==> src/rtl/oflow_similarity_score_engine.sv <==
// rtl/oflow_similarity_score_engine.sv - 3-stage weighted similarity scorer with per-group minimum tracker
module oflow_similarity_score_engine #(
    parameter int NUM_COLOR  = 2,
    parameter int DIM_BITS   = 8,
    parameter int HIST_BITS  = 4,
    parameter int WEIGHT_LEN = 8,
    parameter int FRAC       = 10,
    parameter int SCORE_LEN  = 32,
    parameter int ID_LEN     = 12
) (
    input  logic                                  clk,
    input  logic                                  reset_N,
    input  logic                                  cfg_load,
    input  logic [(4+NUM_COLOR)*WEIGHT_LEN-1:0]   cfg_weights,
    output logic                                  cfg_err,
    input  logic                                  in_valid,
    output logic                                  in_ready,
    input  logic                                  in_last,
    input  logic [ID_LEN-1:0]                     in_id,
    input  logic [FRAC-1:0]                       iou_dist,
    input  logic [DIM_BITS-1:0]                   w_cur,
    input  logic [DIM_BITS-1:0]                   w_prev,
    input  logic [DIM_BITS-1:0]                   h_cur,
    input  logic [DIM_BITS-1:0]                   h_prev,
    input  logic [NUM_COLOR*24-1:0]               color_cur,
    input  logic [NUM_COLOR*24-1:0]               color_prev,
    input  logic [HIST_BITS-1:0]                  d_history,
    output logic                                  out_valid,
    input  logic                                  out_ready,
    output logic [SCORE_LEN-1:0]                  out_score,
    output logic [ID_LEN-1:0]                     out_id,
    output logic                                  out_last,
    output logic                                  best_valid,
    output logic [SCORE_LEN-1:0]                  best_score,
    output logic [ID_LEN-1:0]                     best_id,
    output logic [ID_LEN-1:0]                     best_count,
    output logic                                  busy
);
    // Term layout matches the weight packing: colors at 0..NUM_COLOR-1, then iou, w, h, hist.
    localparam int NT       = 4 + NUM_COLOR;
    localparam int IDX_IOU  = NUM_COLOR;
    localparam int IDX_W    = NUM_COLOR + 1;
    localparam int IDX_H    = NUM_COLOR + 2;
    localparam int IDX_HIST = NUM_COLOR + 3;
    localparam int CD_W     = 10;
    localparam int HIST_W   = 1 << HIST_BITS;
    localparam int T1       = (DIM_BITS > CD_W) ? DIM_BITS : CD_W;
    localparam int T2       = (T1 > HIST_W) ? T1 : HIST_W;
    localparam int PROD_W   = T2 + FRAC + WEIGHT_LEN;
    localparam int SUM_A    = PROD_W + $clog2(NT) + 1;
    localparam int SUM_W    = (SUM_A > SCORE_LEN) ? SUM_A : SCORE_LEN + 1;

    typedef enum logic [1:0] {ST_IDLE, ST_ACCUM, ST_DONE} state_t;

    logic                         stall;
    logic                         beat;
    logic [NT*WEIGHT_LEN-1:0]     weights_q;
    logic                         cfg_err_q;

    logic [DIM_BITS-1:0]          s1_w_d, s1_h_d;
    logic [CD_W-1:0]              s1_c_d [NUM_COLOR];
    logic [HIST_W-1:0]            s1_hist_d;
    logic [7:0]                   ch_a, ch_b;

    logic                         s1_valid_q, s1_last_q;
    logic [ID_LEN-1:0]            s1_id_q;
    logic [DIM_BITS-1:0]          s1_w_q, s1_h_q;
    logic [CD_W-1:0]              s1_c_q [NUM_COLOR];
    logic [HIST_W-1:0]            s1_hist_q;
    logic [FRAC-1:0]              s1_iou_q;

    logic [PROD_W-1:0]            term [NT];
    logic [PROD_W-1:0]            s2_prod_d [NT];
    logic                         s2_valid_q, s2_last_q;
    logic [ID_LEN-1:0]            s2_id_q;
    logic [PROD_W-1:0]            s2_prod_q [NT];

    logic [SUM_W-1:0]             sum_d;
    logic [SCORE_LEN-1:0]         score_d;
    logic                         out_valid_q, out_last_q;
    logic [SCORE_LEN-1:0]         out_score_q;
    logic [ID_LEN-1:0]            out_id_q;

    state_t                       state_q, state_d;
    logic [SCORE_LEN-1:0]         best_score_q, best_score_d;
    logic [ID_LEN-1:0]            best_id_q, best_id_d;
    logic [ID_LEN-1:0]            best_count_q, best_count_d;

    assign stall      = out_valid_q & ~out_ready;
    assign in_ready   = reset_N | ~stall;
    assign beat       = out_valid_q & out_ready;
    assign busy       = ~reset_N & (s1_valid_q | s2_valid_q | out_valid_q | (state_q != ST_IDLE));
    assign cfg_err    = cfg_err_q;
    assign out_valid  = out_valid_q;
    assign out_score  = out_score_q;
    assign out_id     = out_id_q;
    assign out_last   = out_last_q;
    assign best_valid = (state_q == ST_DONE);
    assign best_score = best_score_q;
    assign best_id    = best_id_q;
    assign best_count = best_count_q;

    // Weight register only changes while the datapath and tracker are empty.
    always_ff @(posedge clk) begin
        if (reset_N) begin
            weights_q <= '0;
            cfg_err_q <= 1'b0;
        end else begin
            cfg_err_q <= cfg_load & busy;
            if (cfg_load && !busy) begin
                weights_q <= cfg_weights;
            end
        end
    end

    // Stage 1 difference terms: absolute dimension deltas, per-feature color SAD, one-hot history.
    always_comb begin
        ch_a      = '0;
        ch_b      = '0;
        s1_w_d    = (w_prev >= w_cur) ? (w_prev - w_cur) : (w_cur - w_prev);
        s1_h_d    = (h_prev >= h_cur) ? (h_prev - h_cur) : (h_cur - h_prev);
        s1_hist_d = {{(HIST_W-1){1'b0}}, 1'b1} << d_history;
        for (int k = 0; k < NUM_COLOR; k++) begin
            s1_c_d[k] = '0;
            for (int ch = 0; ch < 3; ch++) begin
                ch_a      = color_cur[k*24 + ch*8 +: 8];
                ch_b      = color_prev[k*24 + ch*8 +: 8];
                s1_c_d[k] = s1_c_d[k] + CD_W'((ch_a >= ch_b) ? (ch_a - ch_b) : (ch_b - ch_a));
            end
        end
    end

    // Stage 2 products: integer terms scaled to q.FRAC, iou already fractional.
    always_comb begin
        for (int k = 0; k < NUM_COLOR; k++) begin
            term[k] = PROD_W'({s1_c_q[k], {FRAC{1'b0}}});
        end
        term[IDX_IOU]  = PROD_W'(s1_iou_q);
        term[IDX_W]    = PROD_W'({s1_w_q, {FRAC{1'b0}}});
        term[IDX_H]    = PROD_W'({s1_h_q, {FRAC{1'b0}}});
        term[IDX_HIST] = PROD_W'({s1_hist_q, {FRAC{1'b0}}});
        for (int i = 0; i < NT; i++) begin
            s2_prod_d[i] = term[i] * PROD_W'(weights_q[i*WEIGHT_LEN +: WEIGHT_LEN]);
        end
    end

    // Stage 3 sum with clamp to the largest representable score.
    always_comb begin
        sum_d = '0;
        for (int i = 0; i < NT; i++) begin
            sum_d = sum_d + SUM_W'(s2_prod_q[i]);
        end
        score_d = (|sum_d[SUM_W-1:SCORE_LEN]) ? {SCORE_LEN{1'b1}} : sum_d[SCORE_LEN-1:0];
    end

    // Pipeline registers advance together and freeze as a whole while the output is stalled.
    always_ff @(posedge clk) begin
        if (reset_N) begin
            s1_valid_q  <= 1'b0;
            s1_last_q   <= 1'b0;
            s1_id_q     <= '0;
            s1_w_q      <= '0;
            s1_h_q      <= '0;
            s1_hist_q   <= '0;
            s1_iou_q    <= '0;
            for (int k = 0; k < NUM_COLOR; k++) s1_c_q[k] <= '0;
            s2_valid_q  <= 1'b0;
            s2_last_q   <= 1'b0;
            s2_id_q     <= '0;
            for (int i = 0; i < NT; i++) s2_prod_q[i] <= '0;
            out_valid_q <= 1'b0;
            out_last_q  <= 1'b0;
            out_id_q    <= '0;
            out_score_q <= '0;
        end else if (!stall) begin
            s1_valid_q  <= in_valid;
            s1_last_q   <= in_last;
            s1_id_q     <= in_id;
            s1_w_q      <= s1_w_d;
            s1_h_q      <= s1_h_d;
            s1_hist_q   <= s1_hist_d;
            s1_iou_q    <= iou_dist;
            for (int k = 0; k < NUM_COLOR; k++) s1_c_q[k] <= s1_c_d[k];
            s2_valid_q  <= s1_valid_q;
            s2_last_q   <= s1_last_q;
            s2_id_q     <= s1_id_q;
            for (int i = 0; i < NT; i++) s2_prod_q[i] <= s2_prod_d[i];
            out_valid_q <= s2_valid_q;
            out_last_q  <= s2_last_q;
            out_id_q    <= s2_id_q;
            out_score_q <= score_d;
        end
    end

    // Tracker state and best-so-far registers.
    always_ff @(posedge clk) begin
        if (reset_N) begin
            state_q      <= ST_IDLE;
            best_score_q <= '0;
            best_id_q    <= '0;
            best_count_q <= '0;
        end else begin
            state_q      <= state_d;
            best_score_q <= best_score_d;
            best_id_q    <= best_id_d;
            best_count_q <= best_count_d;
        end
    end

    // Tracker next state: DONE treats a beat like IDLE so consecutive groups are not split.
    always_comb begin
        state_d      = state_q;
        best_score_d = best_score_q;
        best_id_d    = best_id_q;
        best_count_d = best_count_q;
        case (state_q)
            ST_IDLE, ST_DONE: begin
                state_d = ST_IDLE;
                if (beat) begin
                    best_score_d = out_score_q;
                    best_id_d    = out_id_q;
                    best_count_d = {{(ID_LEN-1){1'b0}}, 1'b1};
                    state_d      = out_last_q ? ST_DONE : ST_ACCUM;
                end
            end
            ST_ACCUM: begin
                if (beat) begin
                    if (out_score_q < best_score_q) begin
                        best_score_d = out_score_q;
                        best_id_d    = out_id_q;
                    end
                    if (best_count_q != {ID_LEN{1'b1}}) begin
                        best_count_d = best_count_q + 1'b1;
                    end
                    state_d = out_last_q ? ST_DONE : ST_ACCUM;
                end
            end
            default: state_d = ST_IDLE;
        endcase
    end
endmodule

==> config.mk <==
export PLATFORM = sky130hd
export DESIGN_NAME = oflow_similarity_score_engine
export DESIGN_NICKNAME = d
export VERILOG_FILES = /design/src/rtl/oflow_similarity_score_engine.sv
export SDC_FILE = /design/constraint.sdc
export NUM_CORES = 2
export LEC_CHECK = 0
export BUFFER_PORTS_ARGS = -buffer_cell sky130_fd_sc_hd__buf_2
export CORE_MARGIN = 2
export CORE_UTILIZATION = 40
export DETAILED_ROUTE_END_ITERATION = 12
export GPL_TIMING_DRIVEN = 0
export PLACE_DENSITY = 0.67
export SLEW_MARGIN = 25
export SYNTH_ARGS = -nofsm -noshare
export SYNTH_HDL_FRONTEND = slang
export SYNTH_SLANG_ARGS = --single-unit
export TNS_END_PERCENT = 50
==> constraint.sdc <==
create_clock -name clk -period 7.1 [get_ports clk]
set_input_delay 1.42 -clock clk [delete_from_list [all_inputs] [get_ports clk]]
set_output_delay 1.42 -clock clk [all_outputs]
set_load 0.02 [all_outputs]
* Word level (Yosys, flattened, before mapping)
Memory sizes are Yosys's and may differ from the RTL's.
Cells that the tools add are included.
** Cells by class
- Reductions and logical operators :: 9
- Add/sub/neg operators :: 26
- Bitwise operators :: 19
- $lt $le $gt $ge :: 9
- Shifts and indexed selects :: 1
- Multipliers :: 6
- Equal/unequal tests :: 7
- Mux-type cells :: 38
** Operators by type and width (number)
- $mux W34 :: 6
- $mux W32 :: 4
- $sub A8 B8 Y9 :: 12
- $mux W10 :: 8
- $mux W12 :: 6
- $ge A8 B8 Y1 :: 8
- $pmux W32 S2 :: 1
- $mul A10 B8 Y18 :: 3
- $pmux W12 S2 :: 2
- $add A10 B10 Y10 :: 4
- $add A37 B34 Y38 :: 1
- $add A38 B34 Y38 :: 1
- $add A36 B34 Y37 :: 1
- $add A35 B34 Y36 :: 1
- $add A34 B34 Y35 :: 1
- $lt A32 B32 Y1 :: 1
- $mul A8 B8 Y16 :: 2
- $sub A8 B8 Y8 :: 4
- $mul A16 B8 Y24 :: 1
- $mux W8 :: 2
- $shl A1 B4 Y16 const A :: 1
- $add A12 B1 Y12 const B :: 1
- $ne A12 B12 Y1 const B :: 1
- $or A1 B1 Y1 :: 12
- other kinds (15) :: 31
** Word-level totals
- Register bits :: 223
- Bits in writable memories :: 224
- Output and inout bits :: 106
- Memories kept :: 2
- Logic and storage cells :: 137
** Memories
- s2_prod_q :: depth 6, bits a word 34, read ports 6, clocked after Yosys merged registers in 0, write ports 6, RTL line 76 : logic [PROD_W-1:0] s2_prod_q [NT];
- s1_c_q :: depth 2, bits a word 10, read ports 2, clocked after Yosys merged registers in 0, write ports 2, RTL line 68 : logic [CD_W-1:0] s1_c_q [NUM_COLOR];

* Longest topological paths before layout
An unclocked memory read counts as a cell.
- Depth in word-level cells :: 8
- Depth in mapped cells :: 23

* Worst setup path after synthesis
Ideal clock, no wire load.
- Path type :: in2out
- Start :: in out_ready
- End :: out in_ready
- Setup slack :: 0.772 ns
- Path buffers :: 3
- Stages :: 6
- Data arrival time :: 4.908 ns
- Cells stage by stage :: nand2b_1 > clkbuf_1 > nor2_1 > clkbuf_1 > clkbuf_1 > inv_1
** Between the ends
- Word-level cells in the longest chain between the ends :: 4
** Ends and longest elaborated chain
- from (decl) :: RTL line 29 : input logic out_ready,
- $not A1 Y1 :: RTL line 89 : assign stall = out_valid_q & ~out_ready;
- $and A1 B1 Y1 :: RTL line 89
- $not A1 Y1 :: RTL line 90 : assign in_ready = reset_N | ~stall;
- $or A1 B1 Y1 :: RTL line 90
- to (decl) :: RTL line 17 : output logic in_ready,
Every way passes these cells.

* Worst setup path in the final report
Same ends and word-level chain as after synthesis.

==> impl_metrics.env <==
export IMPL_dpl_cell_area_sq_um=41320
export IMPL_final_common_cell="inv_1"
export IMPL_p_leak_nw=21.23
export IMPL_worst_endpoint_required_ns=5.68
export IMPL_critPathMaxFanout=91
export IMPL_grt_overflow=0
export IMPL_maxCapViolations=0
export IMPL_vdd_ir_drop_max_mv=0.1401
export IMPL_postLayoutCoreUtil_pct=45.16
export IMPL_die_x_microns=312.8
export IMPL_final_area_sq_um=42780
export IMPL_synthCells=4351
export IMPL_htreeDepth=2
export IMPL_clkSinkCount=353
export IMPL_cts_tree="yes"
export IMPL_hold_ws_ns=0.4512
export IMPL_ios=314
export IMPL_hold_viol=0
export IMPL_crit_type="in -> out"
export IMPL_end_kind="primary output"
export IMPL_drt_pass1_iterations=5
export IMPL_grt_pass1_wl_microns=154000
export IMPL_fin_crit_ns=6.103
export IMPL_yosys_warnings=0
export IMPL_critPathLaunchType="input pin"
export IMPL_synth_cell_area_sq_um=38130
export IMPL_fp_row_count=113
export IMPL_wl_microns=95120
export IMPL_syn_avg_cell_area_sq_um=8.764
export IMPL_ys_types=74
export IMPL_status="finished clean"
export IMPL_vias_per_cell=4.932
export IMPL_arrival_ns=4.68
export IMPL_die_area_sq_um=97820
export IMPL_drive_gt1_share_pct=9.112
export IMPL_setup_viol=0
export IMPL_cts_buffers_inserted=42
export IMPL_ctsLongestPathBuffers=3
export IMPL_rsz0062_at_grt="no"
export IMPL_gp_congestion=0.8463
export IMPL_antenna_found_initial=12
export IMPL_routedWlPerCell_microns=15.82
export IMPL_track_usage_pct=19.48
export IMPL_ys_seq_area_share_pct=21.95
export IMPL_coreArea_sq_um=94730
export IMPL_fmaxAchievable_mhz=163.9
export IMPL_ys_ff_latch=353
export IMPL_drt_iter0_markers=1640
export IMPL_slew_headroom_pct=35.87
export IMPL_clock_skew_ns=0.01039
export IMPL_min_delay_path_class="reg -> reg"
export IMPL_insertion_delay_ns=0.57
export IMPL_clk_pin_slew_ns=0.06
export IMPL_io_buffers=313
export IMPL_cts_post_setup_buffers_inserted=0
export IMPL_ctsResizeCount=0
export IMPL_synth_nets=5391
export IMPL_synth_edf_count=130
export IMPL_drc_errors=0
export IMPL_fin_crit_sh_pct=85.96
export IMPL_drv_slew=0
export IMPL_ys_flop_type="dfxtp_1"
export IMPL_pwr_density_cell_nw_per_um2=188.0
export IMPL_final_nets=5749
export IMPL_async_flop_share_pct=0
export IMPL_die_h_microns=312.8
export IMPL_area_delta_synth_final_pct=12.20
export IMPL_final_cell_mix="inv_1, nand2_1, ha_1"
export IMPL_holdBufCountCts=0
export IMPL_initial_utilization_pct=40.25
export IMPL_grt_max_degree=92
export IMPL_dp_hpwl_microns=78840
export IMPL_grt_pass1_vias=29330
export IMPL_tightest_slew_ns=0.9620
export IMPL_route_vias_total=29650
export IMPL_root_buffer="clkbuf_16"
export IMPL_ant_nets=0
[synthesized netlist by cell type, types with 8 or more instances]
cell type	instances	share of area, %
xnor2_1	76	1.7
nand4_1	22	0.36
nor3_1	43	0.56
ha_1	438	14
nand2b_1	125	2.1
a21o_1	56	1.1
nand2_1	492	4.8
edfxtp_1	130	10
a31oi_1	19	0.31
a21oi_1	237	3.1
o21ai_0	117	1.5
buf_2	9	0.12
and3_1	19	0.31
mux2i_1	86	2.3
inv_1	815	8.0
nand3_1	23	0.30
nor2b_1	51	0.84
o21a_1	19	0.37
nor2_1	201	2.0
fa_1	394	21
o21bai_1	14	0.28
a22o_1	13	0.30
a211oi_1	45	0.89
mux2_2	12	0.35
or3_1	9	0.15
a21boi_0	10	0.20
clkbuf_1	133	1.3
dfxtp_1	223	12
xor2_1	75	1.7
and2_1	320	5.3
buf_1	8	0.079
[final timing paths]
kind / startpoint / end / slack, ns / depth (start not counted)
setup / recovery: out_ready / in_ready / 1.0 / 9
hold reg to reg: s1_id_q[4] / s1_id_q[4] / 0.45 / 2
hold / removal: s1_id_q[4] / s1_id_q[4] / 0.45 / 2
setup reg to reg: weights_q[47] / s2_prod_q[5][32] / 1.12 / 19
[where the power goes]
| part | switching (mW) | total [mW] | internal [mW] |
|---|---|---|---|
| clock | 0.915 | 2.29 | 1.38 |
| combinational | 1.85 | 3.16 | 1.31 |
| sequential | 0.248 | 2.59 | 2.34 |
| total | 3.01 | 8.04 | 5.03 |
[flip-flops by register name, indices dropped and copies added, names as in the netlist, 12 cells and up]
| name | flops |
|---|---|
| s1_id_q | 12 |
| best_count | 12 |
| out_score | 32 |
| out_id | 12 |
| s1_hist_q | 16 |
| best_score | 32 |
| s1_c_q | 20 |
| s2_prod_q | 110 |
| weights_q | 48 |
| best_id | 12 |
| s2_id_q | 12 |
[kinds of logic after synthesis]
family | synth area share [%]
and+or+nand+nor | 17.25
buffers and inverters | 9.676
adders and majority gates | 35.06
AOI/OAI and AO/OA | 9.955
DFF | 21.95
xor gates and xnor gates | 3.468
muxes | 2.648
[metal layers]
metal	global-route usage, %	part of all wire [%]	vias up
met5	0	0.079	-
met4	4.274	2.2	10
met3	2.785	5.2	111
met2	32.95	47	683
met1	26.43	46	14330
li1	-	-	14520
[area by class of cell]
class,count,area [sq um]
Clock buffer,57,1202
Multi-Input combinational cell,3028,26080
Fill cell,9269,51950
Buffer,155,633.1
Clock inverter,19,244.0
Inverter,815,3067
Tap cell,1265,1583
Sequential cell,353,8368
Antenna cell,6,15.01
Timing Repair Buffer,314,1594
[critical path: stages]
cell      delay, ns
buf_2          0.13
nand2b_1       0.21
clkbuf_1       0.28
nor2_1         0.46
clkbuf_1       0.44
clkbuf_1       0.77
inv_8          0.27
buf_16         0.35
buf_2          0.27
[metrics by stage]
step	total power [mW]	worst slack, ns	instances	TNS [ns]
finish	8.044	0.9969	6012	0
global route	8.664	0.6510	6009	0
CTS	8.124	1.048	6006	0
detailed placement	5.800	0.6567	5930	0
global placement	5.730	-1.883	5929	-41.63
floorplan	4.874	0.7717	4351	0
(Power assumes the default switching activity.)
